--- config.mk ---
export PLATFORM = sky130hd
export DESIGN_NAME = zmem_arb
export DESIGN_NICKNAME = d
export VERILOG_FILES = /design/src/rtl/zmem_arb_pkg.sv /design/src/rtl/zmem_arb_prio.sv /design/src/rtl/zmem_arb.sv
export SDC_FILE = /design/constraint.sdc
export NUM_CORES = 1
export LEC_CHECK = 0
export CORE_MARGIN = 1
export CORE_UTILIZATION = 44
export CTS_BUF_LIST = sky130_fd_sc_hd__clkbuf_8
export CTS_CLUSTER_SIZE = 8
export DETAILED_ROUTE_END_ITERATION = 8
export PLACE_DENSITY_LB_ADDON = 0.3
export REMOVE_ABC_BUFFERS = 1
export SLEW_MARGIN = 10
export SYNTH_ARGS = -nofsm -noshare
export SYNTH_HDL_FRONTEND = slang
export SYNTH_SLANG_ARGS = --single-unit
--- constraint.sdc ---
create_clock -name clk_i -period 4 [get_ports clk_i]
set_input_delay 0.4 -clock clk_i [delete_from_list [all_inputs] [get_ports clk_i]]
set_output_delay 0.4 -clock clk_i [all_outputs]
set_load 0.02 [all_outputs]
--- src/rtl/zmem_arb_pkg.sv ---
// zmem_arb shared types: FSM states, grant encoding, byte enables.
package zmem_arb_pkg;

   typedef enum logic {
      ST_IDLE,
      ST_BUSY
   } state_e;

   typedef enum logic [1:0] {
      GNT_NONE,
      GNT_VID,
      GNT_CPU,
      GNT_DMA
   } gnt_e;

   localparam logic [1:0] BE_LO   = 2'b01;
   localparam logic [1:0] BE_HI   = 2'b10;
   localparam logic [1:0] BE_WORD = 2'b11;

   function automatic logic [1:0] cpu_be(input logic a0);
      return a0 ? BE_HI : BE_LO;
   endfunction

endpackage

--- src/rtl/zmem_arb_prio.sv ---
// zmem_arb priority pick with CPU starvation guard.
// DMA leg present only when ZMEM_ARB_DMA_EN is defined.
module zmem_arb_prio
   import zmem_arb_pkg::*;
#(
   parameter int VID_BURST = 4
) (
   input  logic clk_i,
   input  logic rst_i,
   input  logic pick_i,
   input  logic vid_req_i,
   input  logic cpu_pend_i,
   input  logic dma_req_i,
   output gnt_e gnt_o
);

   localparam int CW = $clog2(VID_BURST + 1);
   localparam logic [CW-1:0] CNT_MAX = CW'(VID_BURST);

   logic [CW-1:0] starve_q, starve_d;
   logic          guard;

`ifndef ZMEM_ARB_DMA_EN
   logic unused_dma;
   assign unused_dma = dma_req_i;
`endif

   assign guard = cpu_pend_i && (starve_q == CNT_MAX);

   always_comb begin
      gnt_o = GNT_NONE;
      if (pick_i) begin
         if (vid_req_i && !guard) begin
            gnt_o = GNT_VID;
         end else if (cpu_pend_i) begin
            gnt_o = GNT_CPU;
`ifdef ZMEM_ARB_DMA_EN
         end else if (dma_req_i) begin
            gnt_o = GNT_DMA;
`endif
         end
      end
   end

   // Only video grants made over a waiting CPU count.
   always_comb begin
      starve_d = starve_q;
      if (gnt_o == GNT_CPU) begin
         starve_d = '0;
      end else if (gnt_o == GNT_VID && cpu_pend_i &&
                   starve_q != CNT_MAX) begin
         starve_d = starve_q + CW'(1);
      end
   end

   always_ff @(posedge clk_i or posedge rst_i) begin
      if (rst_i) begin
         starve_q <= '0;
      end else begin
         starve_q <= starve_d;
      end
   end

endmodule

--- src/rtl/zmem_arb.sv ---
// zmem_arb: video/CPU/DMA arbiter for the shared 16-bit memory port.
// Optional DMA port enabled by defining ZMEM_ARB_DMA_EN.
module zmem_arb
   import zmem_arb_pkg::*;
#(
   parameter int AW        = 22,
   parameter int VID_BURST = 4
) (
   input  logic          clk_i,
   input  logic          rst_i,
   input  logic          cpu_req_i,
   input  logic          cpu_we_i,
   input  logic [AW-1:0] cpu_addr_i,
   input  logic [7:0]    cpu_wdata_i,
   output logic          cpu_wait_o,
   output logic          cpu_strobe_o,
   output logic [7:0]    cpu_rdata_o,
   input  logic          vid_req_i,
   input  logic [AW-2:0] vid_addr_i,
   output logic          vid_ack_o,
   input  logic          dma_req_i,
   input  logic          dma_we_i,
   input  logic [AW-2:0] dma_addr_i,
   input  logic [15:0]   dma_wdata_i,
   output logic          dma_ack_o,
   output logic [15:0]   rdata_o,
   output logic          mem_req_o,
   output logic          mem_we_o,
   output logic [AW-2:0] mem_addr_o,
   output logic [1:0]    mem_be_o,
   output logic [15:0]   mem_wdata_o,
   input  logic [15:0]   mem_rdata_i,
   input  logic          mem_done_i
);

   state_e state_q, state_d;
   gnt_e   gnt_q, gnt_d, pick_gnt;

   logic          cpu_pend_q, cpu_we_q;
   logic [AW-1:0] cpu_addr_q;
   logic [7:0]    cpu_wdata_q;

   logic          mem_req_q, mem_req_d;
   logic          mem_we_q, mem_we_d;
   logic [AW-2:0] mem_addr_q, mem_addr_d;
   logic [1:0]    mem_be_q, mem_be_d;
   logic [15:0]   mem_wdata_q, mem_wdata_d;
   logic          vid_ack_q, vid_ack_d;
   logic          dma_ack_q, dma_ack_d;
   logic          cpu_stb_q, cpu_stb_d;
   logic [7:0]    cpu_rdata_q, cpu_rdata_d;
   logic [15:0]   rdata_q, rdata_d;
   logic          pend_eff;

`ifndef ZMEM_ARB_DMA_EN
   logic unused_dma;
   assign unused_dma = ^{dma_we_i, dma_addr_i, dma_wdata_i};
`endif

   // cpu_pend stays up through the strobe cycle; mask it so the
   // finished access is not granted a second time.
   assign pend_eff = cpu_pend_q & ~cpu_stb_q;

   zmem_arb_prio #(.VID_BURST(VID_BURST)) u_prio (
      .clk_i      (clk_i),
      .rst_i      (rst_i),
      .pick_i     (state_q == ST_IDLE),
      .vid_req_i  (vid_req_i),
      .cpu_pend_i (pend_eff),
      .dma_req_i  (dma_req_i),
      .gnt_o      (pick_gnt)
   );

   always_ff @(posedge clk_i or posedge rst_i) begin
      if (rst_i) begin
         cpu_pend_q  <= 1'b0;
         cpu_we_q    <= 1'b0;
         cpu_addr_q  <= '0;
         cpu_wdata_q <= '0;
      end else if (cpu_stb_q) begin
         cpu_pend_q <= 1'b0;
      end else if (cpu_req_i && !cpu_pend_q) begin
         cpu_pend_q  <= 1'b1;
         cpu_we_q    <= cpu_we_i;
         cpu_addr_q  <= cpu_addr_i;
         cpu_wdata_q <= cpu_wdata_i;
      end
   end

   always_comb begin
      state_d     = state_q;
      gnt_d       = gnt_q;
      mem_req_d   = mem_req_q;
      mem_we_d    = mem_we_q;
      mem_addr_d  = mem_addr_q;
      mem_be_d    = mem_be_q;
      mem_wdata_d = mem_wdata_q;
      vid_ack_d   = 1'b0;
      dma_ack_d   = 1'b0;
      cpu_stb_d   = 1'b0;
      cpu_rdata_d = cpu_rdata_q;
      rdata_d     = rdata_q;
      unique case (state_q)
         ST_IDLE: begin
            if (pick_gnt != GNT_NONE) begin
               state_d   = ST_BUSY;
               gnt_d     = pick_gnt;
               mem_req_d = 1'b1;
            end
            unique case (pick_gnt)
               GNT_VID: begin
                  mem_we_d   = 1'b0;
                  mem_addr_d = vid_addr_i;
                  mem_be_d   = BE_WORD;
               end
               GNT_CPU: begin
                  mem_we_d    = cpu_we_q;
                  mem_addr_d  = cpu_addr_q[AW-1:1];
                  mem_be_d    = cpu_be(cpu_addr_q[0]);
                  mem_wdata_d = {cpu_wdata_q, cpu_wdata_q};
               end
`ifdef ZMEM_ARB_DMA_EN
               GNT_DMA: begin
                  mem_we_d    = dma_we_i;
                  mem_addr_d  = dma_addr_i;
                  mem_be_d    = BE_WORD;
                  mem_wdata_d = dma_wdata_i;
               end
`endif
               default: ;
            endcase
         end
         ST_BUSY: begin
            if (mem_done_i) begin
               state_d   = ST_IDLE;
               gnt_d     = GNT_NONE;
               mem_req_d = 1'b0;
               mem_we_d  = 1'b0;
               unique case (gnt_q)
                  GNT_VID: begin
                     vid_ack_d = 1'b1;
                     rdata_d   = mem_rdata_i;
                  end
                  GNT_CPU: begin
                     cpu_stb_d = 1'b1;
                     if (!cpu_we_q) begin
                        cpu_rdata_d = cpu_addr_q[0] ?
                           mem_rdata_i[15:8] : mem_rdata_i[7:0];
                     end
                  end
`ifdef ZMEM_ARB_DMA_EN
                  GNT_DMA: begin
                     dma_ack_d = 1'b1;
                     if (!mem_we_q) rdata_d = mem_rdata_i;
                  end
`endif
                  default: ;
               endcase
            end
         end
         default: state_d = ST_IDLE;
      endcase
   end

   always_ff @(posedge clk_i or posedge rst_i) begin
      if (rst_i) begin
         state_q     <= ST_IDLE;
         gnt_q       <= GNT_NONE;
         mem_req_q   <= 1'b0;
         mem_we_q    <= 1'b0;
         mem_addr_q  <= '0;
         mem_be_q    <= '0;
         mem_wdata_q <= '0;
         vid_ack_q   <= 1'b0;
         dma_ack_q   <= 1'b0;
         cpu_stb_q   <= 1'b0;
         cpu_rdata_q <= '0;
         rdata_q     <= '0;
      end else begin
         state_q     <= state_d;
         gnt_q       <= gnt_d;
         mem_req_q   <= mem_req_d;
         mem_we_q    <= mem_we_d;
         mem_addr_q  <= mem_addr_d;
         mem_be_q    <= mem_be_d;
         mem_wdata_q <= mem_wdata_d;
         vid_ack_q   <= vid_ack_d;
         dma_ack_q   <= dma_ack_d;
         cpu_stb_q   <= cpu_stb_d;
         cpu_rdata_q <= cpu_rdata_d;
         rdata_q     <= rdata_d;
      end
   end

   assign cpu_wait_o   = cpu_pend_q;
   assign cpu_strobe_o = cpu_stb_q;
   assign cpu_rdata_o  = cpu_rdata_q;
   assign vid_ack_o    = vid_ack_q;
   assign dma_ack_o    = dma_ack_q;
   assign rdata_o      = rdata_q;
   assign mem_req_o    = mem_req_q;
   assign mem_we_o     = mem_we_q;
   assign mem_addr_o   = mem_addr_q;
   assign mem_be_o     = mem_be_q;
   assign mem_wdata_o  = mem_wdata_q;

endmodule

## Word level (Yosys, flattened, before mapping)

Cells that the tools add are included.
W data, S select, Z words.

- $add $sub $neg: 1
- Multiply operators: 0
- Divide/modulo/power cells: 0
- Order comparisons: 0
- Equality and inequality tests: 9
- Shift operators: 0
- Mux-type cells: 28
- Bitwise operators: 4
- Reductions and logical operators: 18

Operator list:

| operator | count |
|---|---|
| $pmux W21 S2 | 1 |
| $mux W1 | 12 |
| $mux W2 | 6 |
| $reduce_and A2 Y1 | 5 |
| $mux W8 | 1 |
| $pmux W1 S2 | 4 |
| $pmux W2 S2 | 2 |
| $reduce_bool A2 Y1 | 4 |
| $mux W3 | 2 |
| $ne A3 B3 Y1 const B | 2 |
| $logic_and A1 B1 Y1 | 5 |
| $eq A2 B1 Y1 const B | 2 |
| $eq A2 B2 Y1 const B | 2 |
| $ne A2 B2 Y1 const B | 2 |
| $reduce_and A4 Y1 | 1 |
| $add A3 B1 Y3 const B | 1 |
| $eq A3 B3 Y1 const B | 1 |
| $not A1 Y1 | 3 |
| $reduce_and A3 Y1 | 1 |
| $logic_not A1 Y1 | 2 |
| $and A1 B1 Y1 | 1 |

- Register bits: 105
- Bits in latches: 0
- Bits in writable memories: 0
- ROM bits: 0
- Input bits: 112
- Output and inout bits: 69
- Logic and storage cells: 76
- Memories kept: 0

## Logic depth before layout (Yosys ltp)

Gate-level depths: netlist of run 1.

- Depth after elaboration: 12
- Gate-level depth with buffers: 11
- Mapped depth without buffers: 9

## Cells and area by module

From an unflattened synthesis of run 1, not the netlist that was laid out.

- Cell total of the unflattened synthesis: 313
- Area, all modules: 4159.0 µm²

By module, submodules not included:

| module | instances | cells each | area each (µm²) | seq. area each (µm²) |
|---|---|---|---|---|
| zmem_arb | 1 | 290 | 3952.5 | 2352.3 |
| zmem_arb_prio | 1 | 23 | 206.4 | 75.1 |

## Worst setup path before layout of run 1

Ideal clock, no wire load.

- Path kind: reg-to-reg
- From: register u_prio.starve_q[0]
- To: register mem_addr_q[16] (netlist: mem_addr_o[16])
- Library setup time: 0.135 ns
- Arrival time: 2.136 ns
- Data required time: 3.865 ns
- Path slack: 1.729 ns
- Stages on the path, launching flop included: 12
- Path buffers: 2
- Period minus slack after synthesis: 2.271 ns
- Cell sequence: dfrtp_1 > inv_1 > ha_1 > nand2_1 > o21ai_0 > inv_1 > ha_1 > or2_2 > clkbuf_1 > clkbuf_1 > nand2_1 > o21ai_0

- Cells in the longest elaborated chain, start to end: 9
- Elaborated cells between the ends (all ways): 11
- Those cells by class: 3 x eq/ne; 3 x mux; 5 x reduce/logical

RTL lines:

| element | RTL line | source |
|---|---|---|
| start, declared | zmem_arb_prio.sv:20 | `logic [CW-1:0] starve_q, starve_d;` |
| start signal, assigned | zmem_arb_prio.sv:60 | `starve_q <= starve_d;` |
| $eq A3 B3 Y1 (*) | zmem_arb_prio.sv:28 | `assign guard = cpu_pend_i && (starve_q == CNT_MAX);` |
| $logic_and A1 B1 Y1 (*) | zmem_arb_prio.sv:28 |  |
| $logic_not A1 Y1 (*) | zmem_arb_prio.sv:33 | `if (vid_req_i && !guard) begin` |
| $logic_and A1 B1 Y1 (*) | zmem_arb_prio.sv:33 |  |
| $mux W2 (*) | zmem_arb_prio.sv:33 |  |
| $mux W2 (*) | zmem_arb_prio.sv:32 | `if (pick_i) begin` |
| $eq A2 B1 Y1 / $eq A2 B2 Y1 (equally long branches) | zmem_arb.sv:110 | `unique case (pick_gnt)` |
| $reduce_bool A2 Y1 (no line) | n/a |  |
| $reduce_and A2 Y1 (no line) | n/a |  |
| end signal, assigned | zmem_arb.sv:184 | `mem_addr_q <= mem_addr_d;` |
| end, declared | zmem_arb.sv:45 | `logic [AW-2:0] mem_addr_q, mem_addr_d;` |

Every way passes the cells marked *; elsewhere a longest branch is shown, timed or not.
A chain may end at the register's enable or synchronous reset.

## Worst setup path after layout of run 1

- From: register u_prio.starve_q[0]
- To: register mem_be_q[0] (netlist: mem_be_o[0])

- Cells in the longest elaborated chain, start to end: 9
- Elaborated cells between the ends (all ways): 11
- Those cells by class: 3 x eq/ne; 3 x mux; 5 x reduce/logical

RTL lines:

| element | RTL line | source |
|---|---|---|
| $eq A3 B3 Y1 (*) | zmem_arb_prio.sv:28 |  |
| $logic_and A1 B1 Y1 (*) | zmem_arb_prio.sv:28 |  |
| $logic_not A1 Y1 (*) | zmem_arb_prio.sv:33 |  |
| $logic_and A1 B1 Y1 (*) | zmem_arb_prio.sv:33 |  |
| $mux W2 (*) | zmem_arb_prio.sv:33 |  |
| $mux W2 (*) | zmem_arb_prio.sv:32 |  |
| $eq A2 B1 Y1 / $eq A2 B2 Y1 (equally long branches) | zmem_arb.sv:110 |  |
| $reduce_bool A2 Y1 (no line) | n/a |  |
| $reduce_and A2 Y1 (no line) | n/a |  |
| end signal, assigned | zmem_arb.sv:185 | `mem_be_q <= mem_be_d;` |
| end, declared | zmem_arb.sv:46 | `logic [1:0] mem_be_q, mem_be_d;` |

Marked as above.

==> flow_summary.json, run 1 <==
{
  "timing.slew.headroom_pct": 51.3,
  "layout-area-overhead-vs-synth_pct": 40.1,
  "cts_htree_levels": 3,
  "synth_flop_cell": "dfrtp_1",
  "crit_required_ns": 4.24,
  "static-leakage-power_nw": 2.52,
  "clkSinkCount": 97,
  "syn-cell-area_mm2": 0.00415,
  "max-vdd-ir-drop_mv": 0.412,
  "mostFrequentLayoutCell": "clkdlybuf4s50_1",
  "synth_top_cells_by_area": "dfrtp_1, mux2_2, mux2i_1",
  "timing.final.max_slew_violations": 0,
  "grt_use_total_pct": 19.0,
  "seq_area_frac_synth_pct": 58.5,
  "p_switching_mw": 1.63,
  "rows": 35,
  "post_synth_inst_count": 312,
  "diodes": 0,
  "pwr-share-comb_pct": 46.3,
  "drc": 0,
  "pin_count_of_the_biggest_net_entering_global_routing": 47,
  "numPlacedInstances": 544,
  "core_mm2": 0.00920,
  "synthDistinctLibCells": 28,
  "cp.arrival_ns": 2.84,
  "post-layout-total-power_mw": 4.61,
  "max-clock-path-buffers": 2,
  "outcome": "completed",
  "reg2regPathDepth": 9,
  "achievable-frequency_mhz": 385,
  "fin_nets": 562,
  "detail_route.wirelength_mm": 8.77,
  "fraction_of_the_mapped_netlist_area_in_adder_cells_pct": 1.81,
  "p_sw_share_pct": 35.3,
  "dieHeight_um": 99.1,
  "clock_latency_ns": 0.35,
  "place.port_buffers": 140,
  "fp.dieArea_mm2": 0.00983,
  "timing_worst_slew_pin_value_ns": 0.731,
  "cts.repair.resized": 0,
  "multi_input_area_mm2": 0.00156,
  "seq_power_share_pct": 38.0,
  "max-cap-violations": 0,
  "dp.final_hpwl_mm": 6.36,
  "setup.worst_path.end_class": "flip-flop",
  "io_pins": 181,
  "fin_setup_tns_ns": 0,
  "inserted_clock_buffers": 9,
  "finalCriticalPeriod_ns": 2.60,
  "pwr_density_cell_mw_per_mm2": 793,
  "dieWidth_um": 99.1,
  "synth_compound_area_share_pct": 4.94,
  "clockRootBuffer": "clkbuf_8",
  "cts_tree": "yes",
  "firstDrtPassIters": 4,
  "routability_congestion": 0.751,
  "cts.reportedPaths.clkPinSlew_ns": 0.09,
  "first_iter_violations": 44,
  "final_hold_viol_count": 0,
  "synth-simple-area-share_pct": 5.85,
  "synth_edf_count": 0,
  "post_synth_mux_area_share_pct": 24.8,
  "area.sequential_mm2": 0.00243,
  "post_cts_hold_buffer_count": 0,
  "post_placement_setup_slack_ns": 1.39,
  "cts_setup_buffers": 0,
  "layout_worst_path_cycle_share_pct": 65.0,
  "clock-skew-final_ns": 0.00896,
  "path_class": "flip-flop to flip-flop",
  "share_clk_of_total_power_pct": 15.7,
  "fin_ws_ns": 1.40,
  "global_route.overflow_total": 0,
  "layout_common_cells": "clkdlybuf4s50_1, dfrtp_1, mux2_2",
  "yosys.area.top_type_share_pct": 58.5,
  "yosys_register_bits": 97,
  "route.vias.total": 2779,
  "classification_of_the_worst_slack_hold_path": "primary input to async pin",
  "initial_core_util_pct": 45.1,
  "wire_per_inst_um": 15.8,
  "report.final.setup_viol": 0,
  "grt_pass1_wl_mm": 14.3,
  "yosysTopAreaCell": "dfrtp_1",
  "vias_in_the_first_global_route": 2950,
  "worst_setup_path_start_kind": "flip-flop",
  "synth_warnings": 0,
  "synth_async_sr_flop_share_pct": 100,
  "layout-drive-gt1-share_pct": 21.5,
  "synthesis.area_per_instance_um2": 13.3,
  "finalNonFillerCells": 557,
  "antenna_found_initial": 0,
  "critical_path_peak_fanout": 46,
  "synth_top_family_by_area": "multiplexers",
  "rsz0062_at_grt": "no",
  "n_fill_cell": 753,
  "avgViaCountPerCell": 4.99,
  "route.antenna.remaining_nets": 0,
  "power_report.internal_total_mw": 2.98,
  "yosys.area_share.xor_xnor_pct": 0
}
[logic make-up after synthesis]
logic type / Yosys count
DFF: 97
muxes: 94
and+or+nand+nor: 45
AOI/OAI and AO/OA: 38
buffers and inverters: 31
adders and majority gates: 6
other: 1
[final cells by class]
| cell class | instances | share of cell area, % |
|---|---|---|
| Sequential cell | 97 | 41.7 |
| Multi-Input combinational cell | 184 | 26.9 |
| Timing Repair Buffer | 145 | 24.7 |
| Tap cell | 111 | 2.39 |
| Clock buffer | 9 | 2.13 |
| Clock inverter | 4 | 1.64 |
| Inverter | 7 | 0.495 |
[cell usage after synthesis, drive strengths merged (2+ instances only)]
library cell,number
o21ai,30
inv,7
mux2i,22
o211ai,2
ha,6
clkbuf,6
buf,18
a21oi,3
mux2,72
nor2,4
dfrtp,97
nand2b,3
nand2,25
nor3b,2
nor2b,4
[path summary, 6_finish.rpt]
kind / from / slack [ns] / endpoint
hold reg to reg: mem_be_o[0]$_DFFE_PP0P_ / 0.48 / mem_be_o[0]$_DFFE_PP0P_
hold / removal: rst_i / 0.39 / cpu_rdata_o[0]$_DFFE_PP0P_
setup reg to reg: u_prio.starve_q[0]$_DFFE_PP0P_ / 1.40 / mem_be_o[0]$_DFFE_PP0P_
max in group asynchronous: rst_i / 2.82 / u_prio.starve_q[2]$_DFFE_PP0P_
setup / recovery: u_prio.starve_q[0]$_DFFE_PP0P_ / 1.40 / mem_be_o[0]$_DFFE_PP0P_
min in group clk_i: mem_be_o[0]$_DFFE_PP0P_ / 0.48 / mem_be_o[0]$_DFFE_PP0P_
[worst max-delay path, cell delays in order (launching register included)]
cell and delay (ns):
dfrtp_1 0.41, inv_1 0.07, ha_1 0.17, nand2_1 0.09, o21ai_0 0.48, inv_1 0.09
ha_1 0.29, or2_2 0.58, a21oi_1 0.11, a21o_1 0.19
[sequential cells by signal, summed over array words and instances, names as in the netlist]
name,count
cpu_addr_q,22
mem_addr_o,21
rdata_o,16
cpu_rdata_o,8
cpu_wdata_q,8
mem_wdata_o,8
u_prio.starve_q,3
gnt_q,2
mem_be_o,2
cpu_strobe_o,1
cpu_wait_o,1
cpu_we_q,1
mem_req_o,1
mem_we_o,1
state_q,1
vid_ack_o,1
[per-layer routing]
metal	up-vias	wire (µm)	track usage [%]
met5	-	0	0
met4	0	165	8.14
met3	13	275	3.65
met2	62	4610	32.0
met1	1376	3720	24.0
li1	1328	-	-
[power by group through the flow]
stage | clock network [mW] | registers [mW] | logic (mW)
after CTS | 0.736 | 1.76 | 2.17
after global routing | 0.779 | 1.82 | 2.31
after detailed placement | 0 | 1.78 | 2.17
after global placement | 0 | 1.74 | 2.11
after floorplan | 0 | 2.10 | 0.858
final | 0.723 | 1.75 | 2.14
[through the flow]
step | instance area, µm² | hold slack, ns | utilization [%]
after floorplan | 4010 | 0.477 | -
after global placement | 5600 | 0.460 | 60.9
after detailed placement | 5600 | 0.465 | 60.9
after CTS | 5820 | 0.392 | 63.2
after global routing | 5820 | 0.414 | 63.2
final | 5820 | 0.392 | 63.2
(Power assumes the default switching activity.)
==> run 2, diff against run 1 <==
- CORE_UTILIZATION: 44 -> 39
- clock period: 4 -> 2.2 ns (I/O delays scaled with it)
==> run 2 against run 1 <==
  * Die area up 13%
  * Highest routed layer unchanged
  * Clock power is 66% higher
  * Largest cell class unchanged
  * Non-clock buffer count increased by 11
  * Sequential cell count did not move
  * Critical endpoint is now u_prio.starve_q[0]$_DFFE_PP0P_
  * Sequential power grew 80%
  * Critical path type unchanged
  * Global-route usage decreased by 1.9 points
==> flow_summary.json, run 2 (same netlist as run 1, synthesis figures left out) <==
{
  "outcome": "completed",
  "power_report.internal_total_mw": 5.53,
  "max-clock-path-buffers": 2,
  "io_pins": 181,
  "clock_latency_ns": 0.37,
  "layout_common_cells": "clkdlybuf4s50_1, dfrtp_1, mux2_2",
  "dieHeight_um": 105,
  "detail_route.wirelength_mm": 9.38,
  "timing_worst_slew_pin_value_ns": 0.580,
  "antenna_found_initial": 0,
  "wire_per_inst_um": 15.7,
  "cts.reportedPaths.clkPinSlew_ns": 0.10,
  "clock-skew-final_ns": 0.0115,
  "drc": 0,
  "layout.cell_area.non_filler_mm2": 0.00602,
  "cts_htree_levels": 3,
  "setup.worst_path.end_class": "flip-flop",
  "core_mm2": 0.0103,
  "path_class": "flip-flop to flip-flop",
  "avgViaCountPerCell": 4.80,
  "route.antenna.remaining_nets": 0,
  "dieWidth_um": 105,
  "pwr-share-comb_pct": 49.8,
  "global_route.overflow_total": 0,
  "static-leakage-power_nw": 2.60,
  "cp.arrival_ns": 2.36,
  "place.port_buffers": 140,
  "critical_path_peak_fanout": 4,
  "reg2regPathDepth": 8,
  "pin_count_of_the_biggest_net_entering_global_routing": 98,
  "final_hold_viol_count": 0,
  "hold-worst-slack_ns": 0.313,
  "share_clk_of_total_power_pct": 13.8,
  "max-cap-violations": 0,
  "timing.slew.headroom_pct": 61.2,
  "achievable-frequency_mhz": 473,
  "n_fill_cell": 865,
  "routability_congestion": 0.720,
  "rows": 37,
  "finalNonFillerCells": 596,
  "numPlacedInstances": 577,
  "p_switching_mw": 3.13,
  "dpl-instance-area_mm2": 0.00574,
  "dp.final_hpwl_mm": 6.15,
  "cts_tree": "yes",
  "post_cts_hold_buffer_count": 0,
  "layout-area-overhead-vs-synth_pct": 45.1,
  "report.final.setup_viol": 0,
  "initial_core_util_pct": 40.2,
  "vias_in_the_first_global_route": 2992,
  "grt_pass1_wl_mm": 14.6,
  "worst_setup_path_start_kind": "flip-flop",
  "p_sw_share_pct": 36.1,
  "route.vias.total": 2862,
  "rsz0062_at_grt": "yes",
  "clkSinkCount": 97,
  "largest_register_ffs": 22,
  "layout-drive-gt1-share_pct": 24.8,
  "clockRootBuffer": "clkbuf_8",
  "pwr_density_cell_mw_per_mm2": 1440,
  "inserted_clock_buffers": 9,
  "diodes": 0,
  "fp.dieArea_mm2": 0.0111,
  "fin_nets": 573,
  "finalCriticalPeriod_ns": 2.11,
  "timing.final.max_slew_violations": 0,
  "seq_power_share_pct": 36.4,
  "first_iter_violations": 76,
  "largest_register": "cpu_addr_q",
  "mostFrequentLayoutCell": "clkdlybuf4s50_1",
  "firstDrtPassIters": 5,
  "crit_required_ns": 2.45,
  "layout_worst_path_cycle_share_pct": 96.1,
  "grt_use_total_pct": 17.1,
  "classification_of_the_worst_slack_hold_path": "primary input to async pin",
  "max-vdd-ir-drop_mv": 0.747
}
[run 2: changes by cell type in the layout (fill, tap and decap cells not counted), moves of 2 or more]
cell / delta
clkbuf_16: +2
ha_2: +2
ha_1: -3
bufinv_16: -2
clkinv_4: +2
buf_12: +4
buf_4: +5
[run 2: layout make-up]
cell class | instances | area [µm²] | area share (%)
well taps | 136 | 170 | 2.83
flip-flops and latches | 97 | 2430 | 40.3
repair buffers | 156 | 1610 | 26.7
inverters | 7 | 28.8 | 0.478
clock inverters | 6 | 66.3 | 1.10
clock buffers | 10 | 138 | 2.29
multi-input cells | 184 | 1590 | 26.3
[run 2: layer usage]
layer	vias to the layer above	routed length (µm)	global-route usage [%]
met3	9	350	4.55
met4	0	139	5.73
met2	75	4830	30.3
met5	-	0	0
li1	1355	-	-
met1	1423	4060	19.9
[run 2: final timing paths]
check / to / slack, ns / start
setup reg to reg: u_prio.starve_q[0]$_DFFE_PP0P_ / 0.09 / u_prio.starve_q[1]$_DFFE_PP0P_
max in group asynchronous: cpu_rdata_o[6]$_DFFE_PP0P_ / 1.48 / rst_i
min in group clk_i: cpu_addr_q[12]$_DFFE_PP0P_ / 0.46 / cpu_addr_i[12]
hold reg to reg: mem_addr_o[13]$_DFFE_PP0P_ / 0.49 / mem_addr_o[13]$_DFFE_PP0P_
hold / removal: cpu_addr_q[0]$_DFFE_PP0P_ / 0.31 / rst_i
setup / recovery: u_prio.starve_q[0]$_DFFE_PP0P_ / 0.09 / u_prio.starve_q[1]$_DFFE_PP0P_
[run 2: critical path: stages, from the launching register on]
cell and delay, ns:
dfrtp_1 0.39, inv_1 0.08, ha_2 0.17, nand2_1 0.10, a211o_1 0.32, ha_2 0.20, and3b_1 0.22, a21oi_2 0.17
mux2_2 0.34
[run 2: what timing repair did]
action,CTS,global route
gates cloned,0,2
setup endpoints to repair,1,26
buffers inserted,0,1
gates resized for setup,1,6
pin swaps,0,3
[run 2: metrics by stage]
| stage | utilization (%) | power [mW] | setup WS, ns | setup TNS [ns] |
|---|---|---|---|---|
| 6_report | 58.3 | 8.66 | 0.0851 | 0 |
| 3_5_place_dp | 55.6 | 7.33 | -0.00303 | -0.00303 |
| 2_1_floorplan | - | 5.39 | -1.20 | -97.71 |
| 4_1_cts | 57.6 | 8.56 | 0.00801 | 0 |
| 3_3_place_gp | 55.6 | 7.21 | 0.0494 | 0 |
| 5_1_grt | 58.3 | 9.21 | -0.0374 | -0.0871 |
[run 2: power by group through the flow]
stage                     combinational (mW)  clock (mW)  sequential, mW
final                                   4.32        1.20            3.15
after floorplan                         1.56           0            3.83
after global placement                  4.07           0            3.14
after detailed placement                4.14           0            3.19
after global routing                    4.63        1.31            3.27
after CTS                               4.17        1.24            3.16
==> run 3, diff against run 2 <==
- ABC_AREA: unset -> 1
- CORE_UTILIZATION: 39 -> 40
==> run 3 against run 2 <==
  * Critical endpoint is now mem_addr_o[19]$_DFFE_PP0P_
  * Clock skew hardly changed
  * Largest power group unchanged
  * Final cell count is 27% higher
  * Die area is 0.84% lower
==> flow_summary.json, run 3 <==
{
  "diodes": 0,
  "firstDrtPassIters": 5,
  "timing.slew.headroom_pct": 64.3,
  "syn-cell-area_mm2": 0.00422,
  "crit_required_ns": 2.47,
  "yosys.area.top_type_share_pct": 57.5,
  "largest_register_ffs": 22,
  "worst_setup_path_start_kind": "flip-flop",
  "grt_use_total_pct": 18.4,
  "post_cts_hold_buffer_count": 0,
  "yosysTopAreaCell": "dfrtp_1",
  "fin_setup_tns_ns": 0,
  "fp.dieArea_mm2": 0.0110,
  "cts_tree": "yes",
  "seq_area_frac_synth_pct": 57.5,
  "grt_pass1_wl_mm": 16.2,
  "classification_of_the_worst_slack_hold_path": "primary input to async pin",
  "mostFrequentLayoutCell": "nand2_1",
  "detail_route.wirelength_mm": 9.66,
  "global_route.overflow_total": 0,
  "inserted_clock_buffers": 9,
  "post_synth_inst_count": 485,
  "cpPeakStageDelay_ns": 0.42,
  "outcome": "completed",
  "finalCriticalPeriod_ns": 2.03,
  "max-cap-violations": 0,
  "clock_latency_ns": 0.35,
  "place.port_buffers": 140,
  "synth_warnings": 0,
  "max-clock-path-buffers": 2,
  "finish.utilization_pct": 57.9,
  "layout_common_cells": "nand2_1, clkdlybuf4s50_1, dfrtp_1",
  "yosys_register_bits": 97,
  "cts_htree_levels": 3,
  "crit_path_cell_trace": "inv_1 > ha_1 > nand2_1 > a21oi_1 > nand2_1 > ha_1 > nor2_4 > buf_12 > nor2_1 > a31oi_1",
  "post-layout-total-power_mw": 8.35,
  "achievable-frequency_mhz": 492,
  "path_class": "flip-flop to flip-flop",
  "timing.final.max_slew_violations": 0,
  "setup.worst_path.end_class": "flip-flop",
  "layout-area-overhead-vs-synth_pct": 41.0,
  "dp.final_hpwl_mm": 6.96,
  "pin_count_of_the_biggest_net_entering_global_routing": 98,
  "cts_setup_buffers": 0,
  "layout_worst_path_cycle_share_pct": 92.4,
  "core_mm2": 0.0103,
  "dieHeight_um": 105,
  "largest_register": "cpu_addr_q",
  "initial_core_util_pct": 41.1,
  "rsz0062_at_grt": "no",
  "route.vias.total": 3503,
  "routability_congestion": 0.825,
  "wire_per_inst_um": 12.8,
  "cp.arrival_ns": 2.31,
  "critical_path_peak_fanout": 28,
  "synth_edf_count": 0,
  "regToRegSetupSlack_ns": 0.17,
  "avgViaCountPerCell": 4.63,
  "report.final.setup_viol": 0,
  "fin_nets": 734,
  "numPlacedInstances": 741,
  "dieWidth_um": 105,
  "synthesis.area_per_instance_um2": 8.70,
  "synth_flop_cell": "dfrtp_1",
  "route.antenna.remaining_nets": 0,
  "rows": 37,
  "synth.cells.most_frequent": "nand2_1, dfrtp_1, inv_1",
  "synth_async_sr_flop_share_pct": 100,
  "final_hold_viol_count": 0,
  "static-leakage-power_nw": 2.86,
  "drc": 0,
  "layout-drive-gt1-share_pct": 6.60,
  "timing_worst_slew_pin_value_ns": 0.536,
  "synth_top_cells_by_area": "dfrtp_1, nand2_1, inv_1",
  "pwr_density_cell_mw_per_mm2": 1400,
  "antenna_found_initial": 0,
  "vias_in_the_first_global_route": 3574,
  "max-vdd-ir-drop_mv": 0.678,
  "cts.reportedPaths.clkPinSlew_ns": 0.09,
  "clockRootBuffer": "clkbuf_8",
  "critical-path-slowest-cell": "dfrtp_1",
  "finalNonFillerCells": 757,
  "io_pins": 181,
  "clock-skew-final_ns": 0.0115,
  "first_iter_violations": 122,
  "synthDistinctLibCells": 23,
  "hold-worst-slack_ns": 0.297,
  "clkSinkCount": 97,
  "synthMostInstantiatedCell": "nand2_1"
}
[run 3: path summary, 6_finish.rpt]
| check | start | to | depth (start not counted) |
|---|---|---|---|
| hold reg to reg | rdata_o[14]$_DFFE_PP0P_ | rdata_o[14]$_DFFE_PP0P_ | 2 |
| setup reg to reg | u_prio.starve_q[0]$_DFFE_PP0P_ | mem_addr_o[19]$_DFFE_PP0P_ | 10 |
| max in group asynchronous | rst_i | mem_wdata_o[8]$_DFFE_PP0P_ | 3 |
| min in group clk_i | cpu_addr_i[21] | cpu_addr_q[21]$_DFFE_PP0P_ | 3 |
| setup / recovery | u_prio.starve_q[0]$_DFFE_PP0P_ | mem_addr_o[19]$_DFFE_PP0P_ | 10 |
| hold / removal | rst_i | mem_wdata_o[12]$_DFFE_PP0P_ | 3 |
[run 3: critical path, delay by kind of cell, from the launching register on]
family,cells,cell delay (ns)
flops,1,0.42
fa+ha+maj,2,0.49
buf+inv,2,0.27
simple gates,4,0.44
compound gates,2,0.34
[run 3: cell type report]
class | count | area (µm²)
fill | 944 | 4330
sequential | 97 | 2430
timing repair buffer | 149 | 1520
multi-input combinational | 302 | 1420
inverter | 57 | 216
tap | 136 | 170
clock buffer | 9 | 124
clock inverter | 7 | 71.3
[run 3: report_power, final]
part	leakage, nW	switching (mW)	internal [mW]
clock network	0.102	0.602	0.526
logic	1.59	2.22	1.87
registers	1.16	0.513	2.62
total	2.86	3.33	5.01
[run 3: layer usage]
layer	share of wire, %	GRT usage (%)
met5	0	0
met4	2.6	8.15
met3	3.1	2.68
met2	50	31.1
met1	45	23.5
[run 3: through the flow]
step	setup slack (ns)	cell area, µm²
floorplan	-0.554	4050
global placement	0.203	5740
detailed placement	0.148	5740
CTS	0.110	5940
global route	0.0250	5950
finish	0.167	5950
[run 3: what timing repair did]
item / 4_1_cts / 5_1_grt
hold endpoints to repair: 0 / 0
setup endpoints to repair: 0 / 21
resized for setup: 0 / 3
[run 3: logic make-up (layout without fill, tap and decap cells)]
family | count (synthesis) | in the layout | share of synthesized area, %
flip-flops | 97 | 97 | 57.5
AO/OA/AOI/OAI | 84 | 84 | 11.5
adder cells (fa/ha/maj) | 6 | 6 | 1.78
AND/OR/NAND/NOR | 211 | 211 | 20.0
buffers and inverters | 86 | 222 | 9.19
other | 1 | 1 | 0.0888
